$ cat config.mk
export PLATFORM = sky130hd
export DESIGN_NAME = wave_gen_nco
export DESIGN_NICKNAME = d
export VERILOG_FILES = /design/src/rtl/wave_gen_pkg.sv /design/src/rtl/wave_gen_nco_shaper.sv /design/src/rtl/wave_gen_nco.sv
export SDC_FILE = /design/constraint.sdc
export NUM_CORES = 1
export LEC_CHECK = 0
export ABC_AREA = 1
export CORE_ASPECT_RATIO = 1.2
export CORE_UTILIZATION = 30
export DETAILED_ROUTE_END_ITERATION = 8
export GPL_TIMING_DRIVEN = 0
export MAX_ROUTING_LAYER = met4
export PLACE_DENSITY = 0.55
export SETUP_SLACK_MARGIN = 0.4
export SYNTH_ARGS = -nofsm -noshare
export SYNTH_HDL_FRONTEND = slang
export SYNTH_SLANG_ARGS = --single-unit
$ cat constraint.sdc
create_clock -name clk -period 2.7 [get_ports clk]
set_input_delay 0.81 -clock clk [delete_from_list [all_inputs] [get_ports clk]]
set_output_delay 0.81 -clock clk [all_outputs]
set_load 0.02 [all_outputs]
$ cat src/rtl/wave_gen_pkg.sv
// Shared types and helpers for the NCO tone generator: wave mode encoding,
// mode sequencing and the one-hot LED mapping.
package wave_gen_pkg;

  // mode        | meaning
  // MODE_SQUARE | two-level square wave (also the decode for illegal 2'd3)
  // MODE_SAW    | rising sawtooth from the phase MSBs
  // MODE_TRI    | folded phase, symmetric triangle
  typedef enum logic [1:0] {
    MODE_SQUARE = 2'd0,
    MODE_SAW    = 2'd1,
    MODE_TRI    = 2'd2
  } mode_t;

  function automatic mode_t next_mode(input mode_t m);
    case (m)
      MODE_SQUARE: return MODE_SAW;
      MODE_SAW:    return MODE_TRI;
      default:     return MODE_SQUARE;
    endcase
  endfunction

  function automatic logic [2:0] mode_leds(input mode_t m);
    case (m)
      MODE_SAW: return 3'b010;
      MODE_TRI: return 3'b100;
      default:  return 3'b001;
    endcase
  endfunction

endpackage

$ cat src/rtl/wave_gen_nco_shaper.sv
// Combinational phase-to-code shaper: square, sawtooth or triangle from the
// accumulator phase.
module wave_shaper
  import wave_gen_pkg::*;
#(
  parameter int CODE_WIDTH = 10,
  parameter int ACC_WIDTH  = 24,
  parameter int SQ_LOW     = 462,
  parameter int SQ_HIGH    = 562
) (
  input  logic [ACC_WIDTH-1:0]  phase,
  input  mode_t                 mode,
  output logic [CODE_WIDTH-1:0] code
);

  localparam logic [CODE_WIDTH-1:0] SQ_LOW_C  = CODE_WIDTH'(SQ_LOW);
  localparam logic [CODE_WIDTH-1:0] SQ_HIGH_C = CODE_WIDTH'(SQ_HIGH);

  logic                  msb;
  logic [CODE_WIDTH-1:0] tri_t;

  assign msb   = phase[ACC_WIDTH-1];
  assign tri_t = phase[ACC_WIDTH-2 -: CODE_WIDTH];

  always_comb begin
    code = msb ? SQ_LOW_C : SQ_HIGH_C;
    case (mode)
      MODE_SAW: code = phase[ACC_WIDTH-1 -: CODE_WIDTH];
      MODE_TRI: code = msb ? ~tri_t : tri_t;
      default:  code = msb ? SQ_LOW_C : SQ_HIGH_C;
    endcase
  end

endmodule

$ cat src/rtl/wave_gen_nco.sv
// NCO tone generator: phase accumulator stepped on next_sample, button-driven
// FCW adjust with clamping, mode/step selection and a registered output code.
module wave_gen_nco
  import wave_gen_pkg::*;
#(
  parameter int CODE_WIDTH  = 10,
  parameter int ACC_WIDTH   = 24,
  parameter int FCW_INIT    = 60473,
  parameter int STEP_COARSE = 1024,
  parameter int STEP_FINE   = 16,
  parameter int FCW_MIN     = 16,
  parameter int FCW_MAX     = 2**(ACC_WIDTH-1)-1,
  parameter int SQ_LOW      = 462,
  parameter int SQ_HIGH     = 562
) (
  input  logic                  clk,
  input  logic                  rst,
  input  logic                  next_sample,
  input  logic [3:0]            buttons,
  output logic [CODE_WIDTH-1:0] code,
  output logic [3:0]            leds,
  output logic [ACC_WIDTH-1:0]  fcw
);

  localparam logic [ACC_WIDTH:0]    STEP_C_W   = (ACC_WIDTH+1)'(STEP_COARSE);
  localparam logic [ACC_WIDTH:0]    STEP_F_W   = (ACC_WIDTH+1)'(STEP_FINE);
  localparam logic [ACC_WIDTH:0]    FCW_MIN_W  = (ACC_WIDTH+1)'(FCW_MIN);
  localparam logic [ACC_WIDTH:0]    FCW_MAX_W  = (ACC_WIDTH+1)'(FCW_MAX);
  localparam logic [ACC_WIDTH-1:0]  FCW_MIN_A  = ACC_WIDTH'(FCW_MIN);
  localparam logic [ACC_WIDTH-1:0]  FCW_MAX_A  = ACC_WIDTH'(FCW_MAX);
  localparam logic [ACC_WIDTH-1:0]  FCW_INIT_A = ACC_WIDTH'(FCW_INIT);
  localparam logic [CODE_WIDTH-1:0] SQ_LOW_C   = CODE_WIDTH'(SQ_LOW);

  logic [ACC_WIDTH-1:0]  acc;
  logic [ACC_WIDTH-1:0]  acc_next;
  logic [ACC_WIDTH-1:0]  fcw_next;
  logic [ACC_WIDTH-1:0]  dn_diff;
  logic [ACC_WIDTH:0]    step_w;
  logic [ACC_WIDTH:0]    fcw_ext;
  logic [ACC_WIDTH:0]    up_sum;
  logic [CODE_WIDTH-1:0] shaped;
  mode_t                 mode;
  logic                  fine;

  assign acc_next = acc + fcw;

  wave_shaper #(
    .CODE_WIDTH (CODE_WIDTH),
    .ACC_WIDTH  (ACC_WIDTH),
    .SQ_LOW     (SQ_LOW),
    .SQ_HIGH    (SQ_HIGH)
  ) u_shaper (
    .phase (acc_next),
    .mode  (mode),
    .code  (shaped)
  );

  // Up/down arithmetic carries an extra bit so clamping is decided before any wrap.
  always_comb begin
    step_w   = fine ? STEP_F_W : STEP_C_W;
    fcw_ext  = {1'b0, fcw};
    up_sum   = fcw_ext + step_w;
    dn_diff  = fcw - step_w[ACC_WIDTH-1:0];
    fcw_next = fcw;
    if (buttons[0] && !buttons[1]) begin
      fcw_next = (up_sum > FCW_MAX_W) ? FCW_MAX_A : up_sum[ACC_WIDTH-1:0];
    end else if (buttons[1] && !buttons[0]) begin
      fcw_next = (fcw_ext < FCW_MIN_W + step_w) ? FCW_MIN_A : dn_diff;
    end
  end

  always_ff @(posedge clk) begin
    if (rst) begin
      acc  <= '0;
      fcw  <= FCW_INIT_A;
      mode <= MODE_SQUARE;
      fine <= 1'b0;
      code <= SQ_LOW_C;
    end else begin
      if (next_sample) begin
        acc  <= acc_next;
        code <= shaped;
      end
      fcw <= fcw_next;
      if (buttons[2]) mode <= next_mode(mode);
      if (buttons[3]) fine <= ~fine;
    end
  end

  assign leds = {fine, mode_leds(mode)};

endmodule

# Word level (Yosys, flattened, before mapping)
# Cells that the tools add are included.
# word_totals
elab_cells,31
regBits,61
# op_classes
n_reduce_logical,6
n_bitwise,2
muxes,10
add_sub_neg,4
magnitude_cmp,2
n_eq_ne,2
# op_table
operator,count
2-to-1 mux 24 bit,4
adder 24 x 11 -> 25 bit,1
"> comparator 25 x 23 -> 1 bit, second input constant",1
adder 24 bit,1
< comparator 24 x 12 -> 1 bit,1
subtractor 24 x 11 -> 24 bit,1
2-to-1 mux 10 bit,2
case mux 10 bit (2 select lines),1
"adder 5 x 11 -> 12 bit, first input constant",1
2-to-1 mux 11 bit,1
NOT 10 bit,1
case mux 3 bit (2 select lines),1
case mux 2 bit (2 select lines),1
"equality test 2 x 1 -> 1 bit, second input constant",1
"equality test 2 bit, second input constant",1
logical AND 1 bit,2
zero test 1 bit,2
zero test 2 bit,1
nonzero test 2 bit,1
NOT 1 bit,1

# Longest topological paths before layout
# Gate-level depths: netlist (run 1).
# logic_depth
depth_word,6
mapped_depth,17
ltp_nobuf,17

# Hierarchy
# Synthesis (run 1) repeated with hierarchy kept, for this count alone.
# unflattened
cells_unflattened,927
area_unflattened_um2,5507.8
# modules_own_cells
module,seq_area_each_um2,instances,cells_each,area_per_inst_um2
wave_gen_nco,1181.1,1,852,5138.7
wave_shaper,0.0,1,75,369.1

# Worst setup path before layout (run 1)
# OpenSTA, ideal clock, no wires.
# synth_path
kind,register -> register
startpoint,register fcw[2]
endpoint,register code[3]
period_less_slack_ps,2180
arrival_ps,2064
required_ps,2584
stages_incl_launch_ff,14
path_slack_ps,520
path_cell_list,dfxtp_1 -> ha_1 -> or2_1 -> nand3_1 -> nand2_1 -> nand2_1 -> nand3_1 -> nand2_1 -> nand2_2 -> buf_6 -> o21ai_1 -> inv_2 -> o21ai_1 -> nand2_1
# synth_between
elab_chain_len,4
word_cells_on_any_way,5
classes_between,1 x add/sub; 3 x mux; 1 x bitwise
# synth_rtl
element,line,text
start: declaration,wave_gen_nco.sv:22,output logic [ACC_WIDTH-1:0] fcw
start signal: assignment,wave_gen_nco.sv:84,fcw <= fcw_next;
adder 24 bit *,wave_gen_nco.sv:45,assign acc_next = acc + fcw;
NOT 10 bit,wave_gen_nco_shaper.sv:29,MODE_TRI: code = msb ? ~tri_t : tri_t;
2-to-1 mux 10 bit,wave_gen_nco_shaper.sv:29,
case mux 10 bit (2 select lines) *,wave_gen_nco_shaper.sv:27,case (mode)
end signal: assignment,wave_gen_nco.sv:82,code <= shaped;
end: declaration,wave_gen_nco.sv:20,"output logic [CODE_WIDTH-1:0] code,"
# Every way passes the cells marked *; elsewhere a longest branch is shown, timed or not.
# A chain may end at the register's enable or synchronous reset.

# Worst setup path after layout (run 1)
# layout_path
startpoint,register fcw[7]
endpoint,output fcw[7]
# No word-level cell between the ends.

==> reports/results.ini, run 1 <==
[status]
outcome = completed

[sta]
hold_violations = 0
max_freq_ghz = 0.441
setup_viol = 0
period_share_pct = 84.0
rsz0062_at_grt = yes
fin_crit_ns = 2.27
worst_pin_slew_ns = 0.715
final_max_slew_viol_count = 0
clock_skew_ns = 0.00830
fin_hold_ws_ns = 0.466
maxSlewHeadroom_pct = 52.3

[setup_path]
crit_chain = clkdlybuf4s50_1
r2r_setup_slack_ns = 0.45
startpoint_type = flop
critPathMaxStageDelay_ns = 0.65
r2r-end = code[3]
cp_top_family = buffers and inverters
cp-end-kind = output pin
worstSetupPathType = flop to output pin
cp_slowest_cell = clkdlybuf4s50_1
cp_data_required_time_ns = 1.89
reg2reg_depth = 15
worst_ep_arrival_time_ns = 1.46
cp_max_fo = 8
crit_buf_inv = 1
r2r_start = fcw[0]

[grt]
grt_pass1_vias = 5415
grt_pass1_wl_um = 28100
grt_usage_pct = 19.9
antenna_found_initial = 0
grt_max_degree = 11
grt-ovfl-total = 0

[min_path]
hold_start = code[4]
hold_depth = 2
hold_path.class = flop to flop
worstHoldEndpoint = code[4]

[finish]
diodes = 0
seq_area_mm2 = 0.00123
fin_area_mm2 = 0.00704
fill_cells = 1928
area_growth_pct = 30.0
final_util_pct = 40.0
final_nets = 1013
drive_above_1_share_pct = 19.2
multi_input_area_mm2 = 0.00399
final-instance-count-excl-fill = 1194

[clocking]
cts_buffer_depth = 2
cts.sinks = 59
h-tree-depth = 3
cts_buffers = 9
clock-root-buffer = clkbuf_16
clock_latency_ns = 0.35
cts_tree = built
clk_pin_slew_worst_paths_ns = 0.05
cts_hold_buffers = 0

[power_and_ir_drop]
power_uw = 4120
p_leak_uw = 0.00333
p_sw_uw = 1720
powerDensity_mw_per_mm2 = 585
irDropWorstVdd_v = 0.000303
seq_power_share_pct = 27.2
p_comb_share_pct = 46.8
p_int_uw = 2400
clock_power_share_pct = 25.9
switching_share_pct = 41.8

[placed_design]
port_buffers = 43
hpwl_um = 13600
place.gp.congestion = 0.944
placed_cell_area_mm2 = 0.00612
placed_cells = 1161

[routing]
ant_nets = 0
first_pass_iters = 5
drt_wl_total_um = 18000
routedWlPerCell_um = 15.1
drc = 0
routed_via_density = 4.88
num_vias = 5823
drt_iter0_drc = 342

[logic_synthesis]
synth_nets = 941
ys_types = 42
synth_seq_cells = 59
yosysSeqAreaShare_pct = 21.8
synth_top_area_share_pct = 21.8
yosysMostFrequentCell = nand2_1
synth_top_cell_by_area = dfxtp_1
avgSynthCellArea_um2 = 6.03
synth_edf_count = 0
syn_area_mm2 = 0.00541
yosysWarnings = 0
synth_area_leaders = dfxtp_1, nand2_1, inv_1
synthTopCellsByCount = nand2_1, inv_1, nor2_1
synth_ff_type = dfxtp_1
async_reset_ff_share_pct = 0
synthCells = 898

[floorplanning]
core_region_area_mm2 = 0.0176
fp.dieArea_mm2 = 0.0186
num_rows = 53
start_util_pct = 30.8
io_pins = 45
die_w_um = 125
die_y_um = 149

[job]
maxCapViolations = 0

## area by class of cell
type / count / share of cell area (%)
inverters: 133 / 7.13
plain buffers: 34 / 2.95
clock inverters: 3 / 0.213
flip-flops and latches: 59 / 17.5
repair buffers: 61 / 8.20
well taps: 220 / 3.91
clock buffers: 12 / 3.50
multi-input cells: 672 / 56.6
## cell families (layout without fill, tap and decap cells)
| group | count (synthesis) | count (layout) | synth area share, % |
|---|---|---|---|
| fa+ha+maj | 36 | 36 | 8.46 |
| buf+inv | 167 | 243 | 12.3 |
| simple gates | 468 | 468 | 37.9 |
| flops | 59 | 59 | 21.8 |
| xor+xnor | 36 | 36 | 5.82 |
| compound gates | 132 | 132 | 13.7 |
## worst max-delay path by stage
stage | start | to | depth (start not counted)
after floorplan | fcw[2] | code[3] | 13
after global placement | buttons[1] | fcw[4] | 9
after detailed placement | buttons[1] | fcw[4] | 9
after CTS | mode[0] | leds[0] | 5
after global routing | fcw[0] | code[3] | 15
final | fcw[7] | fcw[7] | 1
## flip-flops by register name, summed over array words and instances (netlist names)
signal / cells
acc: 24
code: 10
fcw: 22
fine: 1
mode: 2
## layer usage
metal | global-route usage, % | wire [µm] | vias up
met5 | - | 0 | -
met4 | 8.13 | 563 | 0
met3 | 2.26 | 543 | 35
met2 | 35.0 | 8820 | 107
met1 | 23.1 | 8040 | 2663
li1 | - | - | 3018
## power by group through the flow
stage	clock, µW	combinational [µW]	sequential [µW]
floorplan	0	1160	1130
global placement	0	1650	1110
detailed placement	0	1660	1110
CTS	1100	1710	1100
global route	1130	2140	1140
finish	1070	1930	1120
## layout by cell type (no fill, tap or decap), types with 18 or more instances in the layout
cell type / netlist / final
nand4_1: 18 / 18
nand2_1: 262 / 247
nor2_1: 79 / 67
o21ai_0: 45 / 44
nand3_1: 52 / 48
inv_1: 126 / 120
xor2_1: 27 / 27
nor2_2: 16 / 25
ha_4: 0 / 18
nand2_2: 6 / 18
a21oi_1: 45 / 41
buf_4: 4 / 21
dfxtp_1: 59 / 39
clkdlybuf4s50_1: 0 / 38
## what timing repair did
action,in CTS,in global routing
cloned,0,2
pin swaps,5,9
resized for setup,47,102
endpoints found under the setup margin,60,46
setup buffers,2,14
endpoints found under the hold margin,0,0
## metrics by stage
step	worst slack (ns)	TNS, ns
after global routing	0.316	0
after CTS	0.294	0
after floorplan	0.520	0
after detailed placement	-0.292	-2.62
after global placement	-0.295	-2.74
final	0.433	0
Power figures use the tool's default switching activity.
==> run 2: changes to the inputs <==
Clock period 2.7 ns to 2.1 ns, I/O delays scaled along.
==> reports/results.ini, run 2 (synthesis gave the netlist of run 1 again) <==
[clocking]
clock_latency_ns = 0.34
cts_hold_buffers = 0
clock-root-buffer = clkbuf_16
clk_pin_slew_worst_paths_ns = 0.06
h-tree-depth = 3
cts_tree = built
cts_buffer_depth = 2
cts_buffers = 9
cts.sinks = 59

[floorplanning]
io_pins = 45
num_rows = 53
die_w_um = 125
start_util_pct = 30.8
fp.dieArea_mm2 = 0.0186
core_region_area_mm2 = 0.0176
die_y_um = 149

[sta]
final_max_slew_viol_count = 0
fin_crit_ns = 2.12
hold_violations = 0
worst_pin_slew_ns = 0.710
period_share_pct = 101
max_freq_ghz = 0.471
layout_setup_ws_ns = -0.0225
maxSlewHeadroom_pct = 52.7
rsz0062_at_grt = yes
clock_skew_ns = 0.00660
setup_viol = 5

[finish]
regMostFlops = acc
final_common_cell = nand2_1
drive_above_1_share_pct = 44.8
area_growth_pct = 62.0
fin_area_mm2 = 0.00877
largest_reg_flops = 24
reg.largest.list = acc (24), fcw (22), code (10)
final-instance-count-excl-fill = 1269
diodes = 0
layout_common_cells = nand2_1, inv_1, nand2_2
final_util_pct = 49.9
final_nets = 1087

[setup_path]
worst_ep_arrival_time_ns = 2.36
startpoint_type = flop
cp-end-kind = flop
cp_max_fo = 4
crit_chain = buf_12, ha_4, or2_2, and2_4, nand2_2, nand2_2, nand3b_1, nand2_1, nand2_1, nand2_2, nor2_1, nor2_1, o21ai_1, nand2_1
cp_top_family = simple AND/OR/NAND/NOR gates
cp_slowest_cell = dfxtp_4
crit_buf_inv = 1
cp_data_required_time_ns = 2.34
worstSetupPathType = flop to flop
critPathMaxStageDelay_ns = 0.36

[routing]
drc = 0
drt_iter0_drc = 277
routed_via_density = 5.00
ant_nets = 0
first_pass_iters = 5
num_vias = 6340
routedWlPerCell_um = 16.0
drt_wl_total_um = 20400

[min_path]
hold_path.class = flop to flop

[placed_design]
place.gp.congestion = 0.965
pre_cts_slack_ns = -0.611
placed_cells = 1161
hpwl_um = 14100
placed_cell_area_mm2 = 0.00662
port_buffers = 43

[grt]
antenna_found_initial = 0
grt_pass1_vias = 6083
grt_usage_pct = 22.0
grt_max_degree = 11
grt_pass1_wl_um = 31200
grt-ovfl-total = 0

[job]
maxCapViolations = 0

[power_and_ir_drop]
irDropWorstVdd_v = 0.000431
p_leak_uw = 0.00410
powerDensity_mw_per_mm2 = 754

[status]
outcome = finished, violations left
violations = setup timing

-- run 2: cell count changes in the layout (fill, tap and decap cells not counted), sizes merged, moves of 2 or more --
cell           change
clkdlybuf4s50     -33
bufinv             +2
buf               +82
clkbuf             +2
clkdlybuf4s15     +14
dlygate4sd2        +7
-- run 2: power by group --
group,switching (µW),internal [µW]
combinational,2010,1530
sequential,178,1270
clock,566,1060
total,2750,3860
-- run 2: what timing repair did --
| item | CTS | global route |
|---|---|---|
| buffers inserted | 54 | 35 |
| pin swaps | 61 | 78 |
| resized for setup | 282 | 171 |
| cloned | 2 | 1 |
| setup endpoints to repair | 91 | 69 |
-- run 2: tightest hold or removal path, stage by stage (launching register included) --
cell and delay [ns]:
dfxtp_1 0.32, a21oi_1 0.06, nand2_1 0.05
-- run 2: area by class of cell --
| type | instances | area [µm²] |
|---|---|---|
| fillers | 1702 | 8800 |
| multi-input cells | 673 | 4950 |
| flip-flops and latches | 59 | 1270 |
| repair buffers | 134 | 1190 |
| inverters | 133 | 526 |
| well taps | 220 | 275 |
| plain buffers | 34 | 246 |
| clock buffers | 10 | 239 |
| clock inverters | 6 | 78.8 |
-- run 2: path summary, 6_finish.rpt --
path	start	to	slack, ns	cells past startpoint
min	code[8]	code[8]	0.46	2
max reg2reg	fcw[0]	code[3]	-0.02	14
min reg2reg	code[8]	code[8]	0.46	2
max	fcw[0]	code[3]	-0.02	14
-- run 2: per-layer routing --
| metal | vias up | routed length (µm) | part of all wire, % | track usage, % |
|---|---|---|---|---|
| met3 | 51 | 649 | 3.2 | 2.83 |
| met1 | 2973 | 8340 | 41 | 24.2 |
| met4 | 0 | 674 | 3.3 | 8.80 |
| li1 | 3177 | - | - | - |
| met2 | 139 | 10700 | 53 | 40.0 |
| met5 | - | 0 | 0 | - |
-- run 2: through the flow --
stage	hold WS (ns)	setup TNS (ns)	power (µW)
floorplan	0.469	0	3200
global placement	0.451	-17.91	3850
detailed placement	0.456	-17.69	3860
CTS	0.464	-0.221	6060
global route	0.488	-2.92	6990
finish	0.460	-0.0487	6610
==> run 3: changes to the inputs <==
Settings changed: ABC_CLOCK_PERIOD_IN_PS set to 2100, DONT_BUFFER_PORTS set to 1, PLACE_DENSITY 0.55 to 0.52.
==> reports/results.ini, run 3 (synthesis gave the netlist of run 1 again) <==
[clocking]
cts_buffer_depth = 2
cts.sinks = 59
cts_tree = built
cts_hold_buffers = 0
clock-root-buffer = clkbuf_16
h-tree-depth = 3
clk_pin_slew_worst_paths_ns = 0.06
cts_buffers = 9
clock_latency_ns = 0.34

[grt]
grt_pass1_vias = 6044
grt-ovfl-total = 0
antenna_found_initial = 0
grt_usage_pct = 22.2
grt_pass1_wl_um = 31200
grt_max_degree = 11

[min_path]
hold_path.class = input port to flop

[finish]
final_nets = 1021
area_growth_pct = 51.3
fin_area_mm2 = 0.00819
diodes = 0
regMostFlops = acc
drive_above_1_share_pct = 41.4
final_util_pct = 46.6
reg.largest.list = acc (24), fcw (22), code (10)
layout_common_cells = nand2_1, inv_1, nand2_2
largest_reg_flops = 24
final_common_cell = nand2_1

[routing]
routed_via_density = 5.08
num_vias = 6108
drt_iter0_drc = 238
drc = 0
first_pass_iters = 4
routedWlPerCell_um = 16.6
drt_wl_total_um = 19900
ant_nets = 0

[setup_path]
cp_data_required_time_ns = 2.34
worst_ep_arrival_time_ns = 2.43
startpoint_type = flop
worstSetupPathType = flop to flop
cp_max_fo = 5
cp-end-kind = flop

[status]
outcome = finished, violations left
violations = setup timing

[floorplanning]
start_util_pct = 30.8
die_y_um = 149
core_region_area_mm2 = 0.0176
fp.dieArea_mm2 = 0.0186
die_w_um = 125
io_pins = 45
num_rows = 53

[sta]
hold_violations = 0
final_max_slew_viol_count = 0
maxSlewHeadroom_pct = 49.0
worst_pin_slew_ns = 0.766
max_freq_ghz = 0.457
setup_viol = 9
fin_hold_ws_ns = 0.433
fin_crit_ns = 2.19
clock_skew_ns = 0.00584
period_share_pct = 104
layout_setup_ws_ns = -0.0887
rsz0062_at_grt = yes

[placed_design]
port_buffers = 0
place.gp.congestion = 0.989
placed_cell_area_mm2 = 0.00619
hpwl_um = 14200

[job]
maxCapViolations = 0

[power_and_ir_drop]
powerDensity_mw_per_mm2 = 770
irDropWorstVdd_v = 0.000370
p_leak_uw = 0.00376
power_uw = 6300

-- run 3: cell count changes in the layout (fill, tap and decap cells not counted), sizes merged --
cell           before  now
buf               116   86
clkdlybuf4s15      14    0
dlygate4sd2        10    0
clkdlybuf4s50       5    0
bufinv              2    0
clkbuf             33   31
clkinv              4    2
clkinvlp            1    0
inv               132  133
nand2             270  269
-- run 3: critical path, cell delays in order, from the launching register on --
cell and delay (ns):
dfxtp_4 0.40, ha_4 0.18, fa_2 0.36, nand2_1 0.07, nand3_1 0.06, and2_4 0.16, nand4_1 0.18, nand4_1 0.23
nand2_4 0.15, nand2_1 0.05, nand3_1 0.07, nand2_1 0.06, nand2_1 0.07, nand2_1 0.05
-- run 3: layer usage --
metal / global-route usage, % / up-vias / wire length (µm)
li1: - / 3046 / -
met1: 24.4 / 2881 / 8210
met2: 39.9 / 141 / 10400
met3: 3.95 / 40 / 792
met4: 7.83 / 0 / 541
met5: - / - / 0
-- run 3: area by class of cell --
class                           count  area, µm²
Clock inverter                      2       13.8
Inverter                          133        522
Multi-Input combinational cell    672       4970
Buffer                             34        221
Timing Repair Buffer               69        632
Sequential cell                    59       1260
Clock buffer                       14        297
Fill cell                        1725       9380
Tap cell                          220        275
-- run 3: worst paths after layout --
kind,from,end,slack [ns],cells after the start
worst min-delay path,buttons[3],fine,0.43,2
worst max register to register,fcw[0],code[7],-0.09,13
worst min register to register,mode[1],mode[1],0.52,2
worst max-delay path,fcw[0],code[7],-0.09,13
-- run 3: where the power goes --
| group | internal [µW] | switching (µW) |
|---|---|---|
| Combinational | 1340 | 1840 |
| Clock | 976 | 583 |
| Sequential | 1270 | 297 |
| Total | 3590 | 2720 |
-- run 3: per-stage QoR --
step / setup WS [ns] / instances / setup TNS [ns]
floorplan: 0.150 / 898 / 0
global placement: -0.164 / 1118 / -3.84
detailed placement: -0.169 / 1118 / -3.83
CTS: -0.0745 / 1182 / -0.298
global route: -0.197 / 1203 / -2.71
finish: -0.0887 / 1203 / -0.349
-- run 3: timing repair --
item	in CTS	in global routing
buffers inserted	45	21
gates cloned	3	0
pin swaps	73	84
resized for setup	186	138
setup endpoints to repair	55	57
==> RTL edit 1 (flow settings as in run 2) <==
Register the inputs `next_sample` and `buttons` before use. The logic sees them one clock later.
--- a/src/rtl/wave_gen_nco.sv
+++ b/src/rtl/wave_gen_nco.sv
@@ -33,2 +33,10 @@
 
+  logic next_sample_q;
+  logic [3:0] buttons_q;
+
+  always_ff @(posedge clk) begin
+    next_sample_q <= next_sample;
+    buttons_q     <= buttons;
+  end
+
   logic [ACC_WIDTH-1:0]  acc;
@@ -64,5 +72,5 @@
     fcw_next = fcw;
-    if (buttons[0] && !buttons[1]) begin
+    if (buttons_q[0] && !buttons_q[1]) begin
       fcw_next = (up_sum > FCW_MAX_W) ? FCW_MAX_A : up_sum[ACC_WIDTH-1:0];
-    end else if (buttons[1] && !buttons[0]) begin
+    end else if (buttons_q[1] && !buttons_q[0]) begin
       fcw_next = (fcw_ext < FCW_MIN_W + step_w) ? FCW_MIN_A : dn_diff;
@@ -79,3 +87,3 @@
     end else begin
-      if (next_sample) begin
+      if (next_sample_q) begin
         acc  <= acc_next;
@@ -84,4 +92,4 @@
       fcw <= fcw_next;
-      if (buttons[2]) mode <= next_mode(mode);
-      if (buttons[3]) fine <= ~fine;
+      if (buttons_q[2]) mode <= next_mode(mode);
+      if (buttons_q[3]) fine <= ~fine;
     end
Check against the original RTL: not equivalent (Yosys sat finds a counterexample within 4 cycles, from zero or initial values and one cycle with rst high).
==> RTL edit 1 against run 2 <==
Count of clock-buffer cells in the layout increased by 1. Final area rose by 2.7%. Area after synthesis decreased by 0.42%. Non-clock buffer count up 18. Setup slack gained 0.040 ns. Worst hold slack worse by 0.0011 ns. Sequential cell count increased by 5. Routed wire length decreased by 0.24%. Total power is 18% lower.
==> RTL edit 1: results (changes against run 2) <==
* Share of cells above drive strength 1 at 0.470 (was 0.448)
* Sequential cell area share at 0.153 (was 0.145)
* Area of the multi-input gates at 0.00494 sq mm (was 0.00495 sq mm)
* Hold Crit Start: code[7] (was code[8])
* Bufs w/o clock at 186 (was 168)
* Synth area leaders: dfxtp_1 24%, nand2_1 17%, inv_1 9.4% (was dfxtp_1 22%, nand2_1 18%, inv_1 8.7%)
* Worst r2r src: fcw[14] (was fcw[0])
* Min-Delay Endpoint: code[7] (was code[8])
* DR vias at 6368 (was 6340)
* Total Routing Usage GR at 0.221 (was 0.220)
* Worst setup endpoint: code[4] (was code[3])
* Post-synth top cells: 249 x nand2_1, 135 x inv_1, 97 x nor2_1 (was 262 x nand2_1, 126 x inv_1, 79 x nor2_1)
* Syn_area_per_cell at 6.14 sq um (was 6.03 sq um)
* Pre-antenna DRT Iters at 4 (was 5)
* Leak pwr at 4.31 nW (was 4.10 nW)
* Die width at 124 um (was 125 um)
* Flop2flop setup slack at 0.02 ns (was -0.02 ns)
* Syn Nets at 921 (was 941)
* CLK BUF at 11 (was 10)
* Routability cong. at 0.958 (was 0.965)
* Clk_skew at 0.00804 ns (was 0.00660 ns)
* Post-synthesis compound-gate area fraction at 0.134 (was 0.137)
* Layout area overhead at 67.1% (was 62.0%)
* Fill count at 1623 (was 1702)
* Vias in the first global route at 6142 (was 6083)
* Non-clock buffer share at 0.173 (was 0.163)
* Hold path depth at 2 (unchanged)
* Maximum vdd drop at 323 uV (was 431 uV)
* DR WL/cell at 15.9 um (was 16.0 um)
* Multi-Input Combinational at 647 (was 673)
* Crit path time final at 2.08 ns (was 2.12 ns)
* Hold slack final at 0.459 ns (was 0.460 ns)
* Adder-cell share of the synthesized area at 0.0849 (was 0.0846)
* XOR/XNOR Fraction of Synth Area at 0.0520 (was 0.0582)
* Initial drt markers at 335 (was 277)
* Clk tree area frac at 0.0332 (was 0.0362)
* Dpl ws at -0.243 ns (was -0.611 ns)
* Vias per inst at 5.00 (about the same)
* Placed Area at 0.00644 sq mm (was 0.00662 sq mm)
* Status: finished clean (was finished with violations)
* Crit-path max FO at 8 (was 4)
* First-pass GRT wire length at 31.3 mm (was 31.2 mm)
* Inverter count at 141 (was 133)
* FF-to-FF path depth at 13 (was 14)
* Dpl hpwl at 13.6 mm (was 14.1 mm)
* CTS sink count at 64 (was 59)
RTL edit 1: repair_timing:
item / in CTS / in global routing
hold endpoints to repair: 0 / 0
pin swaps: 86 / 102
buffers inserted: 82 / 33
setup endpoints to repair: 95 / 73
gates resized for setup: 317 / 188
gates cloned: 2 / 0
RTL edit 1: cell families (layout without fill, tap and decap cells):
family,after synthesis,in the layout
and+or+nand+nor,459,459
buffers and inverters,167,343
AOI/OAI and AO/OA,120,120
DFF,64,64
adders and majority gates,36,36
xor gates and xnor gates,32,32
RTL edit 1: metal layers:
metal / track usage / vias up / part of all wire
li1: - / 3146 / -
met1: 0.246 / 2960 / 0.41
met2: 0.389 / 193 / 0.50
met3: 0.0262 / 69 / 0.043
met4: 0.114 / 0 / 0.052
met5: - / - / 0
RTL edit 1: where the power goes:
part | internal, W | switching [W] | total, W
logic | 0.00107 | 0.00137 | 0.00243
clock network | 0.000949 | 0.000609 | 0.00156
registers | 0.00131 | 0.000113 | 0.00143
total | 0.00333 | 0.00209 | 0.00542
==> RTL edit 2 (flow settings as in run 2) <==
Without the edit above. Set the parameter `STEP_COARSE` to 512 (it was 1024).
--- a/src/rtl/wave_gen_nco.sv
+++ b/src/rtl/wave_gen_nco.sv
@@ -8,3 +8,3 @@
   parameter int FCW_INIT    = 60473,
-  parameter int STEP_COARSE = 1024,
+  parameter int STEP_COARSE = 512,
   parameter int STEP_FINE   = 16,
Behaviour: not the same (Yosys sat finds a counterexample within 4 cycles, from zero or initial values and one cycle with rst high).
==> RTL edit 2 against run 2 <==
Final area decreased by 0.37%. Global-route usage increased by 0.53 points. Sequential cell count unchanged. Setup slack got worse by 0.097 ns. First-iteration DRC count increased by 4.7%. Combinational power decreased by 2%. Area after synthesis increased by 0.14%. Routed wire length decreased by 1.4%. Largest power group unchanged. The flow still finishes with violations (setup timing). Critical endpoint is now code[9]. Maximum frequency decreased by 4.4%. Total power decreased by 1.2%. Synthesized cell count decreased by 1.0%.
==> RTL edit 2: results (changes against run 2) <==
* Status: finished with violations (unchanged)
* Total Routing Usage GR at 0.225 (was 0.220)
* Post-synthesis compound-gate area fraction at 0.136 (was 0.137)
* DR WL/cell at 16.1 um (was 16.0 um)
* Setup-failing EPs final at 26 (was 5)
* Worst Path Arrival at 2.49 ns (was 2.36 ns)
* Leak pwr at 4.01 nW (was 4.10 nW)
* Vias in the first global route at 6156 (was 6083)
* Dpl hpwl at 14.2 mm (was 14.1 mm)
* FF-to-FF path depth at 15 (was 14)
* Cts repair resizes at 260 (was 282)
* Clk_skew at 0.00635 ns (was 0.00660 ns)
* Routability cong. at 0.914 (was 0.965)
* Grt met1 use at 0.252 (was 0.242)
* Clk tree area frac at 0.0362 (about the same)
* DR vias at 6266 (was 6340)
* Reg-to-Reg End: code[9] (was code[3])
* Grt met3 use at 0.0287 (was 0.0283)
* Maximum vdd drop at 397 uV (was 431 uV)
* Mapped Area at 0.00542 sq mm (was 0.00541 sq mm)
* Layout area overhead at 61.2% (was 62.0%)
* Hold slack final at 0.458 ns (was 0.460 ns)
* Seq. cell area at 0.00127 sq mm (about the same)
* Synth unique cells at 44 (was 42)
* Failing checks: setup timing (unchanged)
* XOR/XNOR Fraction of Synth Area at 0.0646 (was 0.0582)
* Non-clock buffer share at 0.147 (was 0.163)
* GRT met2 Usage at 0.382 (was 0.400)
* Adder-cell share of the synthesized area at 0.0845 (was 0.0846)
* Placed Area at 0.00663 sq mm (was 0.00662 sq mm)
* WL met1 at 8.18 mm (was 8.34 mm)
* Syn_area_per_cell at 6.10 sq um (was 6.03 sq um)
* Setup TNS at -1.16 ns (was -0.0487 ns)
* Multi-input combinational area share at 0.583 (was 0.564)
* Share of cells above drive strength 1 at 0.439 (was 0.448)
* Wire length on met2 at 10.1 mm (was 10.7 mm)
* Setup bufs post-CTS at 52 (was 54)
* Non-filler cells, final at 1249 (was 1269)
* Fin worst setup slack at -0.120 ns (was -0.0225 ns)
* Initial drt markers at 290 (was 277)
==> RTL edit 2: cell types whose count changed after synthesis, sizes merged, moves of 5 or more <==
cell          run 2  this run
inv             133       125
nor2             97       104
o21ai            55        50
buf              17        12
xor2             27        33
nor4              6         0
==> RTL edit 2: power groups by stage <==
stage	Sequential [W]	Clock [W]	Combinational, W
after floorplan	0.00152	0	0.00165
after global placement	0.00149	0	0.00234
after detailed placement	0.00149	0	0.00234
after CTS	0.00145	0.00164	0.00286
after global routing	0.00146	0.00168	0.00378
final	0.00144	0.00161	0.00348
==> RTL edit 2: how the worst max path moves through the flow <==
stage          slack [ns]        from  cells past startpoint       to
3_3_place_gp        -0.58  buttons[0]                      6   fcw[4]
5_1_grt             -0.23      fcw[0]                     15  code[9]
4_1_cts             -0.13      fcw[0]                     15  code[3]
2_1_floorplan        0.14      fcw[0]                     15  code[2]
6_report            -0.12      fcw[0]                     15  code[9]
3_5_place_dp        -0.56  buttons[0]                      7   fcw[2]
